## config.mk

```make
export PLATFORM = sky130hd
export DESIGN_NAME = vga_timing_gen_flat
export DESIGN_NICKNAME = d
export VERILOG_FILES = /design/src/rtl/vga_pkg.sv /design/src/rtl/vga_timing_gen_if.sv /design/src/rtl/pixel_strobe.sv /design/src/rtl/vga_timing_gen.sv /design/src/flat_wrapper.sv
export SDC_FILE = /design/constraint.sdc
export NUM_CORES = 1
export LEC_CHECK = 0
export CAP_MARGIN = 20
export CORE_UTILIZATION = 30
export CTS_CLUSTER_DIAMETER = 30
export DETAILED_ROUTE_END_ITERATION = 10
export PLACE_DENSITY = 0.57
export SKIP_CTS_REPAIR_TIMING = 1
export SKIP_LAST_GASP = 1
export SLEW_MARGIN = 5
export SYNTH_ARGS = -nofsm -noshare
export SYNTH_HDL_FRONTEND = slang
export SYNTH_HIERARCHICAL = 1
export SYNTH_SLANG_ARGS = --single-unit
```

## constraint.sdc

```tcl
create_clock -name clk -period 2.65 [get_ports clk]
set_clock_uncertainty 0.15 [all_clocks]
set_input_delay 0.265 -clock clk [delete_from_list [all_inputs] [get_ports clk]]
set_output_delay 0.265 -clock clk [all_outputs]
set_load 0.02 [all_outputs]
```

## src/rtl/vga_pkg.sv

```systemverilog
`default_nettype none
// ============================================================================
// Module   : vga_pkg
// Brief    : Shared VGA timing constants and derived-timing helper.
// Revision : 1.0
// ============================================================================
package vga_pkg;

    localparam int VGA_CW       = 10;

    localparam int VGA_CLK_DIV  = 4;
    localparam int VGA_H_ACTIVE = 640;
    localparam int VGA_H_FP     = 16;
    localparam int VGA_H_SYNC   = 96;
    localparam int VGA_H_BP     = 48;
    localparam int VGA_V_ACTIVE = 480;
    localparam int VGA_V_FP     = 10;
    localparam int VGA_V_SYNC   = 2;
    localparam int VGA_V_BP     = 33;

    typedef struct packed {
        int unsigned h_total;
        int unsigned v_total;
        int unsigned hs_start;
        int unsigned hs_end;
        int unsigned vs_start;
        int unsigned vs_end;
    } vga_timing_t;

    // Sync windows are inclusive: [start, end].
    function automatic vga_timing_t vga_calc_timing(
        input int unsigned h_active, input int unsigned h_fp,
        input int unsigned h_sync,   input int unsigned h_bp,
        input int unsigned v_active, input int unsigned v_fp,
        input int unsigned v_sync,   input int unsigned v_bp
    );
        vga_timing_t t;
        t.h_total  = h_active + h_fp + h_sync + h_bp;
        t.v_total  = v_active + v_fp + v_sync + v_bp;
        t.hs_start = h_active + h_fp;
        t.hs_end   = h_active + h_fp + h_sync - 1;
        t.vs_start = v_active + v_fp;
        t.vs_end   = v_active + v_fp + v_sync - 1;
        return t;
    endfunction

endpackage
`default_nettype wire

```

## src/rtl/vga_timing_gen_if.sv

```systemverilog
`default_nettype none
// ============================================================================
// Module   : vga_timing_gen_if
// Brief    : Raster timing bundle from the timing generator to pixel stages.
// Revision : 1.0
// ============================================================================
interface vga_timing_gen_if;
    import vga_pkg::*;

    logic              pix_en;
    logic [VGA_CW-1:0] hcount;
    logic [VGA_CW-1:0] vcount;
    logic              active;
    logic              HS;
    logic              VS;
    logic              line_start;
    logic              frame_start;

    modport master (
        output pix_en, hcount, vcount, active, HS, VS, line_start, frame_start
    );

    modport slave (
        input  pix_en, hcount, vcount, active, HS, VS, line_start, frame_start
    );
endinterface
`default_nettype wire

```

## src/rtl/pixel_strobe.sv

```systemverilog
`default_nettype none
// ============================================================================
// Module   : pixel_strobe
// Brief    : Divides the system clock into a one-cycle pixel-rate enable.
// Revision : 1.0
// ============================================================================
module pixel_strobe #(
    parameter int CLK_DIV = 4
) (
    input  wire logic clk,
    input  wire logic rst_n,
    output logic      pix_en
);
    localparam int              c_DW   = (CLK_DIV > 1) ? $clog2(CLK_DIV) : 1;
    localparam logic [c_DW-1:0] c_LAST = c_DW'(CLK_DIV - 1);

    logic [c_DW-1:0] r_div;

    always_ff @(posedge clk or negedge rst_n) begin
        if (!rst_n) begin
            r_div <= '0;
        end else if (r_div == c_LAST) begin
            r_div <= '0;
        end else begin
            r_div <= r_div + 1'b1;
        end
    end

    // Gating with rst_n keeps the strobe low in reset even when CLK_DIV==1,
    // where the divider is permanently at its terminal count.
    assign pix_en = rst_n && (r_div == c_LAST);
endmodule
`default_nettype wire

```

## src/rtl/vga_timing_gen.sv

```systemverilog
`default_nettype none
// ============================================================================
// Module   : vga_timing_gen
// Brief    : 640x480@60 VGA raster counters with registered sync/flag decode.
// Revision : 1.0
// ============================================================================
module vga_timing_gen
    import vga_pkg::*;
#(
    parameter int CLK_DIV  = VGA_CLK_DIV,
    parameter int H_ACTIVE = VGA_H_ACTIVE,
    parameter int H_FP     = VGA_H_FP,
    parameter int H_SYNC   = VGA_H_SYNC,
    parameter int H_BP     = VGA_H_BP,
    parameter int V_ACTIVE = VGA_V_ACTIVE,
    parameter int V_FP     = VGA_V_FP,
    parameter int V_SYNC   = VGA_V_SYNC,
    parameter int V_BP     = VGA_V_BP
) (
    input  wire logic          clk,
    input  wire logic          rst_n,
    vga_timing_gen_if.master   vif
);
    localparam vga_timing_t c_T = vga_calc_timing(H_ACTIVE, H_FP, H_SYNC, H_BP,
                                                   V_ACTIVE, V_FP, V_SYNC, V_BP);

    localparam logic [VGA_CW-1:0] c_H_LAST   = VGA_CW'(c_T.h_total - 1);
    localparam logic [VGA_CW-1:0] c_V_LAST   = VGA_CW'(c_T.v_total - 1);
    localparam logic [VGA_CW-1:0] c_H_ACT    = VGA_CW'(H_ACTIVE);
    localparam logic [VGA_CW-1:0] c_V_ACT    = VGA_CW'(V_ACTIVE);
    localparam logic [VGA_CW-1:0] c_HS_START = VGA_CW'(c_T.hs_start);
    localparam logic [VGA_CW-1:0] c_HS_END   = VGA_CW'(c_T.hs_end);
    localparam logic [VGA_CW-1:0] c_VS_START = VGA_CW'(c_T.vs_start);
    localparam logic [VGA_CW-1:0] c_VS_END   = VGA_CW'(c_T.vs_end);

    logic              w_pix_en;
    logic              w_h_wrap;
    logic [VGA_CW-1:0] w_h_nxt;
    logic [VGA_CW-1:0] w_v_nxt;

    logic [VGA_CW-1:0] r_hcount;
    logic [VGA_CW-1:0] r_vcount;
    logic              r_active;
    logic              r_hs;
    logic              r_vs;
    logic              r_line_start;
    logic              r_frame_start;

    pixel_strobe #(
        .CLK_DIV (CLK_DIV)
    ) u_strobe (
        .clk    (clk),
        .rst_n  (rst_n),
        .pix_en (w_pix_en)
    );

    always_comb begin
        w_h_wrap = (r_hcount == c_H_LAST);
        w_h_nxt  = w_h_wrap ? '0 : r_hcount + 1'b1;
        w_v_nxt  = r_vcount;
        if (w_h_wrap) begin
            w_v_nxt = (r_vcount == c_V_LAST) ? '0 : r_vcount + 1'b1;
        end
    end

    // Decode from the next coordinates so the flags land on the same edge as
    // the counters and always describe the pixel currently presented.
    always_ff @(posedge clk or negedge rst_n) begin
        if (!rst_n) begin
            r_hcount      <= c_H_LAST;
            r_vcount      <= c_V_LAST;
            r_active      <= 1'b0;
            r_hs          <= 1'b1;
            r_vs          <= 1'b1;
            r_line_start  <= 1'b0;
            r_frame_start <= 1'b0;
        end else if (w_pix_en) begin
            r_hcount      <= w_h_nxt;
            r_vcount      <= w_v_nxt;
            r_active      <= (w_h_nxt < c_H_ACT) && (w_v_nxt < c_V_ACT);
            r_hs          <= !((w_h_nxt >= c_HS_START) && (w_h_nxt <= c_HS_END));
            r_vs          <= !((w_v_nxt >= c_VS_START) && (w_v_nxt <= c_VS_END));
            r_line_start  <= (w_h_nxt == '0);
            r_frame_start <= (w_h_nxt == '0) && (w_v_nxt == '0);
        end
    end

    assign vif.pix_en      = w_pix_en;
    assign vif.hcount      = r_hcount;
    assign vif.vcount      = r_vcount;
    assign vif.active      = r_active;
    assign vif.HS          = r_hs;
    assign vif.VS          = r_vs;
    assign vif.line_start  = r_line_start;
    assign vif.frame_start = r_frame_start;
endmodule
`default_nettype wire

```

## src/flat_wrapper.sv

```systemverilog
// flat-port wrapper written by rule: the top's interface ports become plain ports
module vga_timing_gen_flat import vga_pkg::*;
#(
    parameter int CLK_DIV  = VGA_CLK_DIV,
    parameter int H_ACTIVE = VGA_H_ACTIVE,
    parameter int H_FP     = VGA_H_FP,
    parameter int H_SYNC   = VGA_H_SYNC,
    parameter int H_BP     = VGA_H_BP,
    parameter int V_ACTIVE = VGA_V_ACTIVE,
    parameter int V_FP     = VGA_V_FP,
    parameter int V_SYNC   = VGA_V_SYNC,
    parameter int V_BP     = VGA_V_BP
)
  (clk, rst_n, vif_pix_en, vif_hcount, vif_vcount, vif_active, vif_HS, vif_VS, vif_line_start, vif_frame_start);
  vga_timing_gen_if vif_i ();
  input  wire logic clk;
  input  wire logic rst_n;
  output wire logic [$bits(vif_i.pix_en)-1:0] vif_pix_en;
  output wire logic [$bits(vif_i.hcount)-1:0] vif_hcount;
  output wire logic [$bits(vif_i.vcount)-1:0] vif_vcount;
  output wire logic [$bits(vif_i.active)-1:0] vif_active;
  output wire logic [$bits(vif_i.HS)-1:0] vif_HS;
  output wire logic [$bits(vif_i.VS)-1:0] vif_VS;
  output wire logic [$bits(vif_i.line_start)-1:0] vif_line_start;
  output wire logic [$bits(vif_i.frame_start)-1:0] vif_frame_start;
  assign vif_pix_en = vif_i.pix_en;
  assign vif_hcount = vif_i.hcount;
  assign vif_vcount = vif_i.vcount;
  assign vif_active = vif_i.active;
  assign vif_HS = vif_i.HS;
  assign vif_VS = vif_i.VS;
  assign vif_line_start = vif_i.line_start;
  assign vif_frame_start = vif_i.frame_start;
  vga_timing_gen #(.CLK_DIV(CLK_DIV), .H_ACTIVE(H_ACTIVE), .H_FP(H_FP), .H_SYNC(H_SYNC), .H_BP(H_BP), .V_ACTIVE(V_ACTIVE), .V_FP(V_FP), .V_SYNC(V_SYNC), .V_BP(V_BP)) u_core (.clk(clk), .rst_n(rst_n), .vif(vif_i));
endmodule
```

==> flow_metrics.tcl, run 1 <==
set metrics [dict create \
    synthDistinctLibCells 51 \
    ys_ff_latch 27 \
    final_antenna_net_count 0 \
    preCtsSetupSlack_ps 66.5 \
    place.gp.congestion 0.861 \
    peakVddDrop_uv 226 \
    max_cap_viol_count 0 \
    h-tree-depth 1 \
    multiInputGateArea_mm2 0.00112 \
    cp_max_fo 8 \
    antenna_found_initial 0 \
    rows 28 \
    drt_wl_total_um 4980 \
    via_per_inst 5.20 \
    crit_path_end_kind "flop" \
    p_per_area_mw_per_mm2 420 \
    grt_pass1_vias 1647 \
    r2r-start "u_core/vif.hcount[9]" \
    r2r-end "u_core/vif.active" \
    gr-total-overflow 0 \
    slew-limit-headroom_pct 71.3 \
    initial_core_util_pct 31.6 \
    die_h_um 82.0 \
    clk_path_buf_depth 2 \
    drc 0 \
    fin_nets 270 \
    rr_worst_depth 6 \
    crit_required_ps 2670 \
    total_power_mw 1.03 \
    drt_iter0_markers 116 \
    synth_nets 231 \
    rsz0062_at_grt "yes" \
    timing.final.crit_share_pct 95.5 \
    fin_ws_ps 119 \
    post_drt_wl_per_cell_um 14.8 \
    dpl.hpwl_um 3650 \
    n_fill_cell 611 \
    dieWidth_um 82.0 \
    crit_arrival_ps 2550 \
    syn_inst 224 \
    firstDrtPassIters 4 \
    ctsRootBufferMaster "clkbuf_8" \
    layout-drive-gt1-share_pct 19.5 \
    hold_viol 0 \
    path_class "reg -> reg" \
    slew_viol_final 0 \
    die-area_mm2 0.00672 \
    cts_made_buffers 3 \
    fin_cells 337 \
    yosysWarnings 6 \
    dp.cells 332 \
    syn-cell-area_mm2 0.00192 \
    coreArea_mm2 0.00606 \
    hold_class "in -> async" \
    leakage_nw 0.949 \
    io_pins 28 \
    cts.sinks 27 \
    tightest_slew_ps 426 \
    track_usage_pct 16.4 \
    setup_viol 0 \
    grt_max_degree 28 \
    vias 1754 \
    worstSkewPairLatency_ps 270 \
    max_clock_freq_mhz 395 \
    cts_tree "done" \
    reg2reg_slack_ps 120 \
    diodes 0 \
    fin_crit_ps 2530 \
    clk_pin_slew_ps 90 \
    start_kind "flop" \
    register_area_um2 691 \
    grt_pass1_wl_um 8310 \
    area_growth_syn_to_layout_pct 28.1 \
    syn_area_per_cell_um2 8.56 \
    synth_seq_area_share_pct 36.0 \
    outcome "finished, final reports clean" \
    portBuffers 27 \
]
-- layer usage --
layer	track usage [%]	wire length, um
met1	24.6	2530
met3	1.89	164
met2	24.0	2230
met5	0	0
met4	5.09	53
-- worst max path at each step --
stage,startpoint,endpoint,slack (ps)
after floorplan,u_core/vif.hcount[1],u_core/vif.active,50
after global placement,u_core/vif.hcount[9],u_core/vif.active,150
after detailed placement,u_core/vif.hcount[9],u_core/vif.active,70
after CTS,u_core/vif.hcount[9],u_core/vif.active,40
after global routing,u_core/vif.hcount[9],u_core/vif.active,-20
final,u_core/vif.hcount[9],u_core/vif.active,120
-- flip-flops by register name, summed over array words and instances, names as in the netlist --
register                count
u_core/u_strobe/r_div       2
u_core/vif.HS               1
u_core/vif.VS               1
u_core/vif.active           1
u_core/vif.frame_start      1
u_core/vif.hcount          10
u_core/vif.line_start       1
u_core/vif.vcount          10
-- area by class of cell --
cell class / count / share of cell area, %
tap: 75 / 3.82
multi-input combinational: 170 / 45.7
timing repair buffer: 52 / 19.1
sequential: 27 / 28.1
inverter: 9 / 1.37
clock buffer: 4 / 1.83
-- power by group --
| part | switching (mW) | internal, mW |
|---|---|---|
| Clock | 0.129 | 0.108 |
| Sequential | 0.0661 | 0.468 |
| Combinational | 0.136 | 0.126 |
-- worst max-delay path: stages, from the launching register on --
cell and delay [ps]:
dfstp_2 600, or4b_4 530, nor4_2 320, xnor2_1 140, nor4b_2 330, nand2_1 90, a32o_1 250
-- stage by stage --
stage | utilization (%) | TNS, ps | hold WS (ps) | cell area [um^2]
4_1_cts | 40.3 | 0 | 268 | 2440
6_report | 40.5 | 0 | 250 | 2460
2_1_floorplan | - | 0 | -181 | 1920
5_1_grt | 40.5 | -15.2 | 275 | 2460
3_5_place_dp | 39.5 | 0 | 272 | 2400
3_3_place_gp | 39.5 | 0 | 263 | 2400
-- synth_stat cells (all sizes together) --
cell | count | area share (%)
nand2 | 23 | 4.5
nor2 | 17 | 3.3
nand3 | 16 | 4.2
dfrtp | 15 | 20
clkbuf | 13 | 2.5
xnor2 | 13 | 5.9
dfstp | 12 | 16
o21ai | 10 | 2.6
a21oi | 9 | 2.3
inv | 9 | 1.8
nor3 | 9 | 2.3
and3 | 7 | 2.3
nand4 | 7 | 2.3
nor4 | 6 | 4.6
buf | 5 | 1.6
ha | 5 | 3.3
o22ai | 4 | 1.3
a31oi | 3 | 0.98
a41oi | 3 | 1.4
nand2b | 3 | 0.98
xor2 | 3 | 1.4
a211oi | 2 | 0.78
a21o | 2 | 0.78
and2 | 2 | 0.65
mux2 | 2 | 1.2
nor4b | 2 | 1.2
o211ai | 2 | 0.78
o31ai | 2 | 0.78
o32ai | 2 | 0.91
or3b | 2 | 0.91
or4 | 2 | 0.78
a211o | 1 | 0.46
a2bb2oi | 1 | 0.46
a311oi | 1 | 0.46
a32o | 1 | 0.52
and4 | 1 | 0.46
mux2i | 1 | 0.52
nor2b | 1 | 0.33
o21a | 1 | 0.39
o311a | 1 | 0.52
o31a | 1 | 0.46
or2 | 1 | 0.33
or4b | 1 | 0.72
-- placed cells by master (no fill, tap or decap), types with 3 or more instances in the layout --
| cell type | instances |
|---|---|
| clkdlybuf4s50_1 | 27 |
| buf_4 | 24 |
| nand2_1 | 23 |
| nor2_1 | 17 |
| nand3_1 | 16 |
| dfrtp_1 | 15 |
| xnor2_1 | 13 |
| dfstp_2 | 12 |
| inv_1 | 9 |
| nor3_1 | 9 |
| a21oi_1 | 9 |
| and3_1 | 7 |
| nand4_1 | 7 |
| o21ai_1 | 6 |
| o21ai_0 | 4 |
| o22ai_1 | 4 |
| ha_1 | 4 |
| clkbuf_8 | 3 |
| nor4_4 | 3 |
| nand2b_1 | 3 |
| a31oi_1 | 3 |
| xor2_1 | 3 |
| a41oi_1 | 3 |
-- logic make-up (layout without fill, tap and decap cells) --
group / count (synthesis) / in the layout / share of synthesized area, %
AO/OA/AOI/OAI: 46 / 46 / 15.9
XOR/XNOR: 16 / 16 / 7.31
adder cells (fa/ha/maj): 5 / 5 / 3.26
buffers and inverters: 27 / 65 / 5.87
flip-flops: 27 / 27 / 36.0
multiplexers: 3 / 3 / 1.70
AND/OR/NAND/NOR: 100 / 100 / 29.9
Note: power is estimated with default switching activity, not from simulation.
==> run 2, diff against run 1 <==
Settings changed: CTS_CLUSTER_DIAMETER 30 to 200, PLACE_DENSITY 0.57 to 0.5.
Clock period 2.65 ns to 2.3 ns, I/O delays scaled along.
==> flow_metrics.tcl, run 2 (same netlist as run 1, synthesis figures left out) <==
set metrics [dict create \
    outcome "finished with violations" \
    violations "negative setup slack" \
    grt_pass1_vias 1797 \
    p_sw_share_pct 31.8 \
    h-tree-depth 1 \
    die-area_mm2 0.00672 \
    die_h_um 82.0 \
    rows 28 \
    layout-drive-gt1-share_pct 31.1 \
    worstSkewPairLatency_ps 280 \
    place.gp.congestion 0.847 \
    gr-total-overflow 0 \
    mostFrequentLayoutCells "48 x buf_4, 27 x clkdlybuf4s50_1, 23 x nand2_1" \
    stdcell_area_mm2 0.00278 \
    via_per_inst 5.27 \
    crit_arrival_ps 2380 \
    area_growth_syn_to_layout_pct 44.7 \
    post-route-util_pct 45.8 \
    initial_core_util_pct 31.6 \
    final_common_cell "buf_4" \
    crit_family "simple AND/OR/NAND/NOR gates" \
    clk_pin_slew_ps 100 \
    portBuffers 27 \
    track_usage_pct 17.6 \
    crit_path_end_kind "flop" \
    crit_chain "ha_4 > nand4_1 > buf_6 > nor4_4 > xnor2_1 > nor4b_2 > nand2_1 > a32o_1" \
    p_per_area_mw_per_mm2 463 \
    final_antenna_net_count 0 \
    seqPwrFrac_pct 46.2 \
    grt_pass1_wl_um 9040 \
    vias 1918 \
    leakage_nw 1.12 \
    coreArea_mm2 0.00606 \
    hold_class "in -> async" \
    hold_viol 0 \
    peakVddDrop_uv 417 \
    cp_max_fo 5 \
    timing.final.crit_share_pct 103 \
    io_pins 28 \
    start_kind "flop" \
    slew-limit-headroom_pct 76.2 \
    rsz0062_at_grt "yes" \
    intPower_mw 0.877 \
    clk_path_buf_depth 2 \
    dieWidth_um 82.0 \
    drt_iter0_markers 92 \
    p_comb_share_pct 32.3 \
    ctsRootBufferMaster "clkbuf_8" \
    max_clock_freq_mhz 424 \
    max_stage_delay_ps 560 \
    drc 0 \
    critPathBufInv 1 \
    tightest_slew_ps 357 \
    crit_required_ps 2320 \
    firstDrtPassIters 4 \
    cts_made_buffers 3 \
    cp_slowest_cell "dfstp_2" \
    diodes 0 \
    cts_tree "done" \
    max_cap_viol_count 0 \
    dpl_cell_area_mm2 0.00259 \
    path_class "reg -> reg" \
    dpl.hpwl_um 4010 \
    clkPwrFrac_pct 21.5 \
    cts.sinks 27 \
    grt_max_degree 28 \
    post_drt_wl_per_cell_um 15.2 \
    fin_nets 297 \
    antenna_found_initial 0 \
    n_fill_cell 603 \
    drt_wl_total_um 5530 \
    slew_viol_final 0 \
    fin_ws_ps -59.8 \
    p_sw_mw 0.410 \
    setup_viol 2 \
    fin_crit_ps 2360 \
]
[run 2: final cells by class]
class,instances,area [um^2],share of cell area [%]
clock buffers,3,41.3,1.49
flip-flops and latches,27,691,24.9
inverters,9,33.8,1.22
multi-input cells,170,1230,44.2
repair buffers,79,684,24.7
clock inverters,1,5.00,0.180
well taps,75,93.8,3.38
[run 2: power groups by stage]
stage,Combinational [mW],Sequential (mW),Clock [mW]
finish,0.415,0.595,0.276
floorplan,0.163,0.629,0
detailed placement,0.383,0.606,0
CTS,0.384,0.599,0.297
global placement,0.382,0.608,0
global route,0.451,0.605,0.307
[run 2: worst reg2reg max path, stage by stage (launching register included)]
cell	delay [ps]
dfstp_2	560
ha_4	160
nand4_1	90
buf_6	160
nor4_4	300
xnor2_1	130
nor4b_2	360
nand2_1	90
a32o_1	250
[run 2: per-stage QoR]
| step | instances | worst slack [ps] | total power, mW | setup TNS, ps | hold slack (ps) |
|---|---|---|---|---|---|
| after floorplan | 224 | -204 | 0.792 | -297 | -216 |
| after global placement | 356 | -109 | 0.990 | -113 | 263 |
| after detailed placement | 356 | -131 | 0.989 | -216 | 273 |
| after CTS | 360 | -161 | 1.28 | -368 | 231 |
| after global routing | 364 | -175 | 1.36 | -346 | 261 |
| final | 364 | -59.8 | 1.29 | -106 | 213 |
[run 2: worst paths after layout]
path                                           from                  endpoint  slack, ps  cells after the start
hold / removal                                rst_n      u_core/vif.vcount[4]        210                      2
max in group asynchronous                     rst_n      u_core/vif.hcount[2]       1480                      2
setup reg to reg               u_core/vif.hcount[1]         u_core/vif.active        -60                      8
setup / recovery               u_core/vif.hcount[1]         u_core/vif.active        -60                      8
hold reg to reg            u_core/u_strobe/r_div[0]  u_core/u_strobe/r_div[0]        280                      1
min in group clk           u_core/u_strobe/r_div[0]  u_core/u_strobe/r_div[0]        280                      1
[run 2: per-layer routing]
| layer | vias up | part of all wire [%] | global-route usage, % |
|---|---|---|---|
| met5 | - | 0 | 0 |
| met4 | 0 | 0.89 | 3.68 |
| met3 | 4 | 2.7 | 2.78 |
| met2 | 33 | 44 | 26.3 |
| met1 | 932 | 52 | 26.3 |
| li1 | 949 | - | - |
